## config.mk

```make
export PLATFORM = sky130hd
export DESIGN_NAME = mux_4_1_rr_arbiter
export DESIGN_NICKNAME = d
export VERILOG_FILES = /design/src/rtl/mux_4_1_rr_arbiter.sv
export SDC_FILE = /design/constraint.sdc
export NUM_CORES = 1
export LEC_CHECK = 0
export BUFFER_PORTS_ARGS = -buffer_cell sky130_fd_sc_hd__buf_2
export CAP_MARGIN = 20
export CORE_MARGIN = 2
export CORE_UTILIZATION = 40
export DETAILED_ROUTE_END_ITERATION = 16
export PLACE_DENSITY_LB_ADDON = 0.2
export SKIP_LAST_GASP = 1
export SLEW_MARGIN = 20
export SYNTH_ARGS = -nofsm -noshare
export SYNTH_HDL_FRONTEND = slang
export SYNTH_SLANG_ARGS = --single-unit
```

## constraint.sdc

```tcl
create_clock -name clk -period 4.3 [get_ports clk]
set_input_delay 0.43 -clock clk [delete_from_list [all_inputs] [get_ports clk]]
set_output_delay 0.43 -clock clk [all_outputs]
set_load 0.01 [all_outputs]
```

## src/rtl/mux_4_1_rr_arbiter.sv

```systemverilog
// Round-robin arbiter that drives the select of the shared dual 4:1 nibble mux.
// A grant is held while requested, limited by HOLD_MAX, with a one-cycle gap between grants.
module mux_4_1_rr_arbiter #(
   parameter int unsigned HOLD_MAX = 15,
   parameter int unsigned CNT_W    = 4
) (
   input  logic       clk,
   input  logic       rst,
   input  logic [3:0] req,
   input  logic [3:0] en,
   output logic [3:0] grant,
   output logic [1:0] sel,
   output logic       busy,
   output logic       timeout
);

   typedef enum logic {StIdle, StGrant} state_t;

   localparam logic [CNT_W-1:0] HoldLim = CNT_W'(HOLD_MAX);
   localparam logic [CNT_W-1:0] CntMax  = {CNT_W{1'b1}};

   state_t           state;
   logic [1:0]       last_owner;
   logic [CNT_W-1:0] cnt;
   logic [3:0]       ereq;
   logic [1:0]       winner;
   logic [1:0]       idx;
   logic             found;

   assign ereq = req & en;

   // Circular search starting just after the most recent owner.
   always_comb begin
      winner = last_owner;
      found  = 1'b0;
      idx    = last_owner;
      for (int k = 1; k <= 4; k++) begin
         idx = last_owner + 2'(k);
         if (!found && ereq[idx]) begin
            winner = idx;
            found  = 1'b1;
         end
      end
   end

   always_ff @(posedge clk or posedge rst) begin
      if (rst) begin
         state      <= StIdle;
         grant      <= 4'b0000;
         sel        <= 2'd0;
         busy       <= 1'b0;
         timeout    <= 1'b0;
         cnt        <= '0;
         last_owner <= 2'd3;
      end else begin
         unique case (state)
            StIdle: begin
               timeout <= 1'b0;
               if (|ereq) begin
                  grant      <= 4'b0001 << winner;
                  sel        <= winner;
                  last_owner <= winner;
                  busy       <= 1'b1;
                  cnt        <= CNT_W'(1);
                  state      <= StGrant;
               end else begin
                  grant <= 4'b0000;
                  busy  <= 1'b0;
               end
            end
            StGrant: begin
               // sel always holds the current owner while granted.
               if (!ereq[sel]) begin
                  grant   <= 4'b0000;
                  busy    <= 1'b0;
                  cnt     <= '0;
                  timeout <= 1'b0;
                  state   <= StIdle;
               end else if ((HOLD_MAX != 0) && (cnt == HoldLim)) begin
                  grant   <= 4'b0000;
                  busy    <= 1'b0;
                  cnt     <= '0;
                  timeout <= 1'b1;
                  state   <= StIdle;
               end else if (cnt != CntMax) begin
                  cnt <= cnt + CNT_W'(1);
               end
            end
            default: state <= StIdle;
         endcase
      end
   end

endmodule

```

# After elaboration in Yosys (flattened, before gate mapping)
# Cells that the tools add are included.
dict set report word_totals {
  regBits 15
  latch_bits 0
  ramBits 0
  romBits 0
  in_bits 10
  elab_cells 69
  n_memories 0
}
dict set report classes {
  addsub 4
  mul 0
  div 0
  order_cmp 5
  n_eq_ne 5
  shifts 1
  muxes 36
  bitwise_logic 2
  reduce_logical 9
}
# operator count
set op_table {}
lappend op_table {{two-way mux 4 bit} 7}
lappend op_table {{case mux 4 bit (2 select lines)} 2}
lappend op_table {{< comparator 2 x 3 -> 1 bit, second input constant} 5}
lappend op_table {{two-way mux 1 bit} 15}
lappend op_table {{binary-select mux 1 bit (select 2 bit)} 5}
lappend op_table {{two-way mux 2 bit} 4}
lappend op_table {{case mux 1 bit (2 select lines)} 3}
lappend op_table {{adder 2 bit, second input constant} 2}
lappend op_table {{adder 4 x 1 -> 4 bit, second input constant} 1}
lappend op_table {{AND 4 bit} 1}
lappend op_table {{equality test 4 bit, second input constant} 1}
lappend op_table {{!= test 4 x 2 -> 1 bit, second input constant} 1}
lappend op_table {{!= test 4 bit, second input constant} 1}
lappend op_table {{AND reduction 2 bit} 2}
lappend op_table {{OR reduction 4 bit} 1}
lappend op_table {{<< shifter 1 x 2 -> 4 bit, first input constant} 1}
lappend op_table {{logical AND 1 bit} 3}
lappend op_table {{logical NOT 1 bit} 3}
lappend op_table {{!= test 3 x 2 -> 1 bit, second input constant} 1}
lappend op_table {{adder 2 x 1 -> 2 bit, second input constant} 1}
lappend op_table {{!= test 2 bit, second input constant} 1}
lappend op_table {{inverter 1 bit} 1}

# Longest topological paths before layout
dict set report depth {
  word_depth 16
  ltp_mapped 5
}

# Least setup slack after synthesis
# Ideal clock, no wire load.
dict set report synth_path {
  path_type {in2reg}
  start {input req[1]}
  end {register grant[0]}
  setup_ns 0.122
  t_arrival_ns 1.308
  required_ns 4.178
  slack_ns 2.870
  cell_stages 4
  path_buffers 0
  path_cell_list {a22o_1 -> a32o_1 -> a21o_1 -> a32o_1}
}
dict set report synth_between {
  elab_chain_cells 16
  elab_cells_between_ends 30
  classes_between {1 x eq/ne; 1 x shift; 20 x mux; 1 x bitwise; 7 x reduce/logical}
}
# item line_no
set synth_lines {}
lappend synth_lines {{from (decl)} 9} ;# input logic [3:0] req,
lappend synth_lines {{AND 4 bit (*)} 30} ;# assign ereq = req & en;
lappend synth_lines {{binary-select mux 1 bit (select 2 bit)} 39} ;# if (!found && ereq[idx]) begin
lappend synth_lines {{two-way mux 1 bit (not written as such)} 39}
lappend synth_lines {{two-way mux 1 bit} 39}
lappend synth_lines {{logical NOT 1 bit} 39}
lappend synth_lines {{logical AND 1 bit} 39}
lappend synth_lines {{two-way mux 1 bit} 39}
lappend synth_lines {{logical NOT 1 bit} 39}
lappend synth_lines {{logical AND 1 bit} 39}
lappend synth_lines {{two-way mux 1 bit} 39}
lappend synth_lines {{logical NOT 1 bit} 39}
lappend synth_lines {{logical AND 1 bit} 39}
lappend synth_lines {{two-way mux 2 bit} 39}
lappend synth_lines {{<< shifter 1 x 2 -> 4 bit} 60} ;# grant <= 4'b0001 << winner;
lappend synth_lines {{two-way mux 4 bit} 59} ;# if (|ereq) begin
lappend synth_lines {{case mux 4 bit (2 select lines)} 56} ;# unique case (state)
lappend synth_lines {{to (signal assigned)} 60}
lappend synth_lines {{to (decl)} 11} ;# output logic [3:0] grant,
# Every way passes the cells marked *; elsewhere a longest branch is shown, timed or not. The select of a mux whose other input is x is not followed.
# A chain may end at the register's enable or synchronous reset.

# Final worst setup path
dict set report layout_path {
  start {register last_owner[1]}
  end {register grant[1]}
}
dict set report layout_between {
  elab_chain_cells 16
  elab_cells_between_ends 27
  classes_between {3 x add/sub; 1 x shift; 17 x mux; 6 x reduce/logical}
}
# item line_no
set layout_lines {}
lappend layout_lines {{from (decl)} 23} ;# logic [1:0] last_owner;
lappend layout_lines {{from (signal assigned)} 62} ;# last_owner <= winner;
lappend layout_lines {{adder 2 x 1 -> 2 bit} 38} ;# idx = last_owner + 2'(k);
lappend layout_lines {{binary-select mux 1 bit (select 2 bit)} 39}
lappend layout_lines {{two-way mux 1 bit (not written as such)} 39}
lappend layout_lines {{two-way mux 1 bit} 39}
lappend layout_lines {{logical NOT 1 bit} 39}
lappend layout_lines {{logical AND 1 bit} 39}
lappend layout_lines {{two-way mux 1 bit} 39}
lappend layout_lines {{logical NOT 1 bit} 39}
lappend layout_lines {{logical AND 1 bit} 39}
lappend layout_lines {{two-way mux 1 bit} 39}
lappend layout_lines {{logical NOT 1 bit} 39}
lappend layout_lines {{logical AND 1 bit} 39}
lappend layout_lines {{two-way mux 2 bit (*)} 39}
lappend layout_lines {{<< shifter 1 x 2 -> 4 bit (*)} 60}
lappend layout_lines {{two-way mux 4 bit (*)} 59}
lappend layout_lines {{case mux 4 bit (2 select lines) (*)} 56}
# Marked as above.

==> impl_summary.txt <==
----------------------------------------------------
[Detailed routing]
  Routed vias/inst ... 5.51
  Detailed router's first-iteration violation count ... 5
  Total detailed-routing wirelength ... 1.50 mm
  Residual DRC ... 0
  ANT nets after route ... 0
  Detailed Routing Iterations Pass 1 ... 4
  Avg WL per Cell ... 12.2 um
  Number of vias in the routed layout ... 678

[Die]
  Area of the die ... 2360 sq um
  Number of rows in the core area ... 16
  Y dimension of the die ... 48.6 um
  Starting utilization of the core area ... 41.4%
  Core region area ... 1920 sq um
  Ports placed on the boundary ... 18
  Overall die width ... 48.6 um

[Clock tree]
  Postcts setup bufs ... 0
  CTS tree ... yes
  Clock tree sinks ... 15
  Number of buffers added by the clock tree synthesis step ... 3
  Clock-pin transition on the worst setup and hold timing paths ... 90 ps
  Post-cts resize count ... 0
  Root cell of the clock tree ... sky130_fd_sc_hd__clkbuf_4
  Hold-fix buffers, CTS ... 0
  H-tree depth reported by CTS ... 1
  Buffers from clock root to sink, at most ... 2
  Clock latency reported for the late side of the worst-skew pair ... 280 ps

[Layout]
  Count of inserted antenna diode cells ... 0
  Share of the core filled with cells in the final layout ... 48.8%
  Synth-to-layout area growth ... 17.8%
  Nets ... 108
  Fraction of layout cells with a size suffix above 1 ... 33.3%
  Total area of multi-input combinational cells ... 394 sq um
  Filler instances ... 195
  Register Area ... 378 sq um

[Placed design]
  Port buffer count ... 17
  Final weighted congestion in routability-driven placement ... 0.740
  Detailed placer's ending HPWL ... 1.16 mm

[Outcome]
  Result of the run ... complete, no violations

[Synthesis]
  Post-synthesis sequential area ratio ... 47.5%
  Netlist Area Pre-Place ... 796 sq um
  Share of flip-flops with an asynchronous set or reset ... 100%
  Primary FF master, synth ... sky130_fd_sc_hd__dfrtp_1
  Net count of the mapped netlist ... 87
  Per-instance average area after synthesis ... 10.5 sq um
  Cells after Synth ... 76
  Number of flip-flops and latches in the synthesized netlist ... 15
  Number of warnings issued by yosys ... 0
  Number of distinct standard cells referenced by the synthesized netlist ... 34
  Number of enable-type register cells in the synthesized netlist ... 0

[GRT]
  First-pass GRT wire length ... 2.74 mm
  Overall routing resource usage ... 14.7%
  Pin count of the biggest net entering global routing ... 16
  Via count of the first global-routing pass ... 638
  Grt ovf ... 0
  Initial antenna violation count ... 0

[STA]
  Share of the clock period used by the worst path after layout ... 35.3%
  Aggregate negative setup slack ... 0 ps
  Slew at the pin closest to its max-slew limit ... 560 ps
  Setup repair after global routing missed its margin ... false
  Final critical-path required period ... 1520 ps
  Final setup violation count ... 0
  Final hold violations ... 0
  Worst clock skew on the final layout ... 2.62 ps
  Number of max-slew violations in the final report ... 0
  Slew headroom ... 62.6%
  Fmax achieved ... 659 MHz

[Critical path]
  Type of destination of the critical path ... flop
  Reg2Reg Capture Point ... grant[1]
  R2r worst-path depth ... 4
  Required time worst endpoint ... 4480 ps
  Crit path arrival time ... 1690 ps
  Maximum fanout encountered on the critical timing path ... 8
  Setup slack on the worst flop-to-flop path ... 2780 ps
  CP Launch Type ... flop
  Type of the worst setup path ... flop to flop
  Startpoint of the lowest-slack register-to-register path ... last_owner[1]

[Power and ir drop]
  Maximum resistive drop on vdd ... 0.403 mV
  Clock share of power ... 14.2%
  Sequential power share ... 44.4%
  Comb pwr share ... 41.4%
  Switching power of the nets ... 0.000220 W
  Static Leak ... 0.467 nW
  Total power density per cell area ... 596 nW/um^2
  Int Power ... 0.000338 W
  Fraction of power spent switching nets ... 39.4%

[Run]
  Maximum capacitance violations ... 0

[Hold path]
  Class of the worst hold path ... primary input to async pin

----------------------------------------------------
[state kept, by name, summed over array words and instances, names as in the netlist]
| register | count |
|---|---|
| cnt | 4 |
| grant | 4 |
| last_owner | 2 |
| sel | 2 |
| busy | 1 |
| state | 1 |
| timeout | 1 |
[power groups by stage]
stage                     Combinational (W)  Sequential [W]  Clock [W]
after CTS                          0.000233        0.000247  0.0000837
after global routing               0.000258        0.000257  0.0000914
after global placement             0.000231        0.000251          0
after floorplan                    0.000160        0.000254          0
final                              0.000231        0.000248  0.0000792
after detailed placement           0.000232        0.000250          0
[per-layer routing]
metal  global-route usage, %  up-vias  wire length (um)
met1                    18.1      339               657
met2                    24.7        9               760
met3                    4.63        2                65
li1                        -      328                 -
met4                    4.29        0                12
met5                       0        -                 0
[stage by stage]
stage,cells,hold slack (ps),power [W],cell area (sq um),setup WS [ps]
after floorplan,76,330,0.000415,796,2870
after global placement,119,472,0.000481,910,2680
after detailed placement,119,471,0.000482,910,2670
after CTS,123,198,0.000564,937,2790
after global routing,123,226,0.000607,937,2710
final,123,183,0.000558,937,2780
[kinds of logic after synthesis]
| logic type | Yosys count | share of synthesized area (%) |
|---|---|---|
| multiplexers | 1 | 2.83 |
| adder cells (fa/ha/maj) | 1 | 1.57 |
| AND/OR/NAND/NOR | 24 | 18.4 |
| flip-flops | 15 | 47.5 |
| buffers and inverters | 6 | 2.99 |
| AO/OA/AOI/OAI | 29 | 26.7 |
[worst max-delay path, stage by stage, from the launching register on]
cell                       delay (ps)
sky130_fd_sc_hd__dfstp_2          600
sky130_fd_sc_hd__and3b_1          190
sky130_fd_sc_hd__o21bai_1         180
sky130_fd_sc_hd__nand3_1          150
sky130_fd_sc_hd__a32o_1           290
[cells in the final DEF, fill, tap and decap left out, drive strengths merged, types with 2 or more instances in the layout]
| cell type | count |
|---|---|
| buf | 17 |
| dfrtp | 13 |
| a21oi | 9 |
| nand2 | 6 |
| inv | 5 |
| a32o | 5 |
| nor2 | 5 |
| a21o | 4 |
| nand3 | 3 |
| clkbuf | 3 |
| o21ai | 3 |
| and3 | 3 |
| a22o | 2 |
| dfstp | 2 |
[cell usage after synthesis (all sizes together), types with 2 or more instances]
cell   instances  area [sq um]
a32o           5          51.3
a22o           2          17.5
o21ai          3          18.8
nand3          3          15.0
inv            5          18.8
a21oi          9          48.8
nor2           5          26.3
dfrtp         13           325
dfstp          2          52.6
a21o           4          30.0
and3           3          25.0
nand2          6          22.5
[layout make-up]
cell class	instances	area share [%]
Sequential cell	15	40.3
Clock inverter	1	0.534
Tap cell	27	3.60
Timing Repair Buffer	17	9.08
Clock buffer	3	2.40
Multi-Input combinational cell	55	42.1
Inverter	5	2.00
[how the worst max path moves through the flow]
stage | start | slack [ps] | depth (start not counted) | end
after floorplan | req[1] | 2870 | 4 | grant[0]
after global placement | req[1] | 2680 | 5 | grant[1]
after detailed placement | req[2] | 2670 | 4 | state
after CTS | last_owner[1] | 2790 | 4 | grant[1]
after global routing | last_owner[1] | 2710 | 4 | grant[1]
final | last_owner[1] | 2780 | 4 | grant[1]
Note: power is estimated with default switching activity, not from simulation.
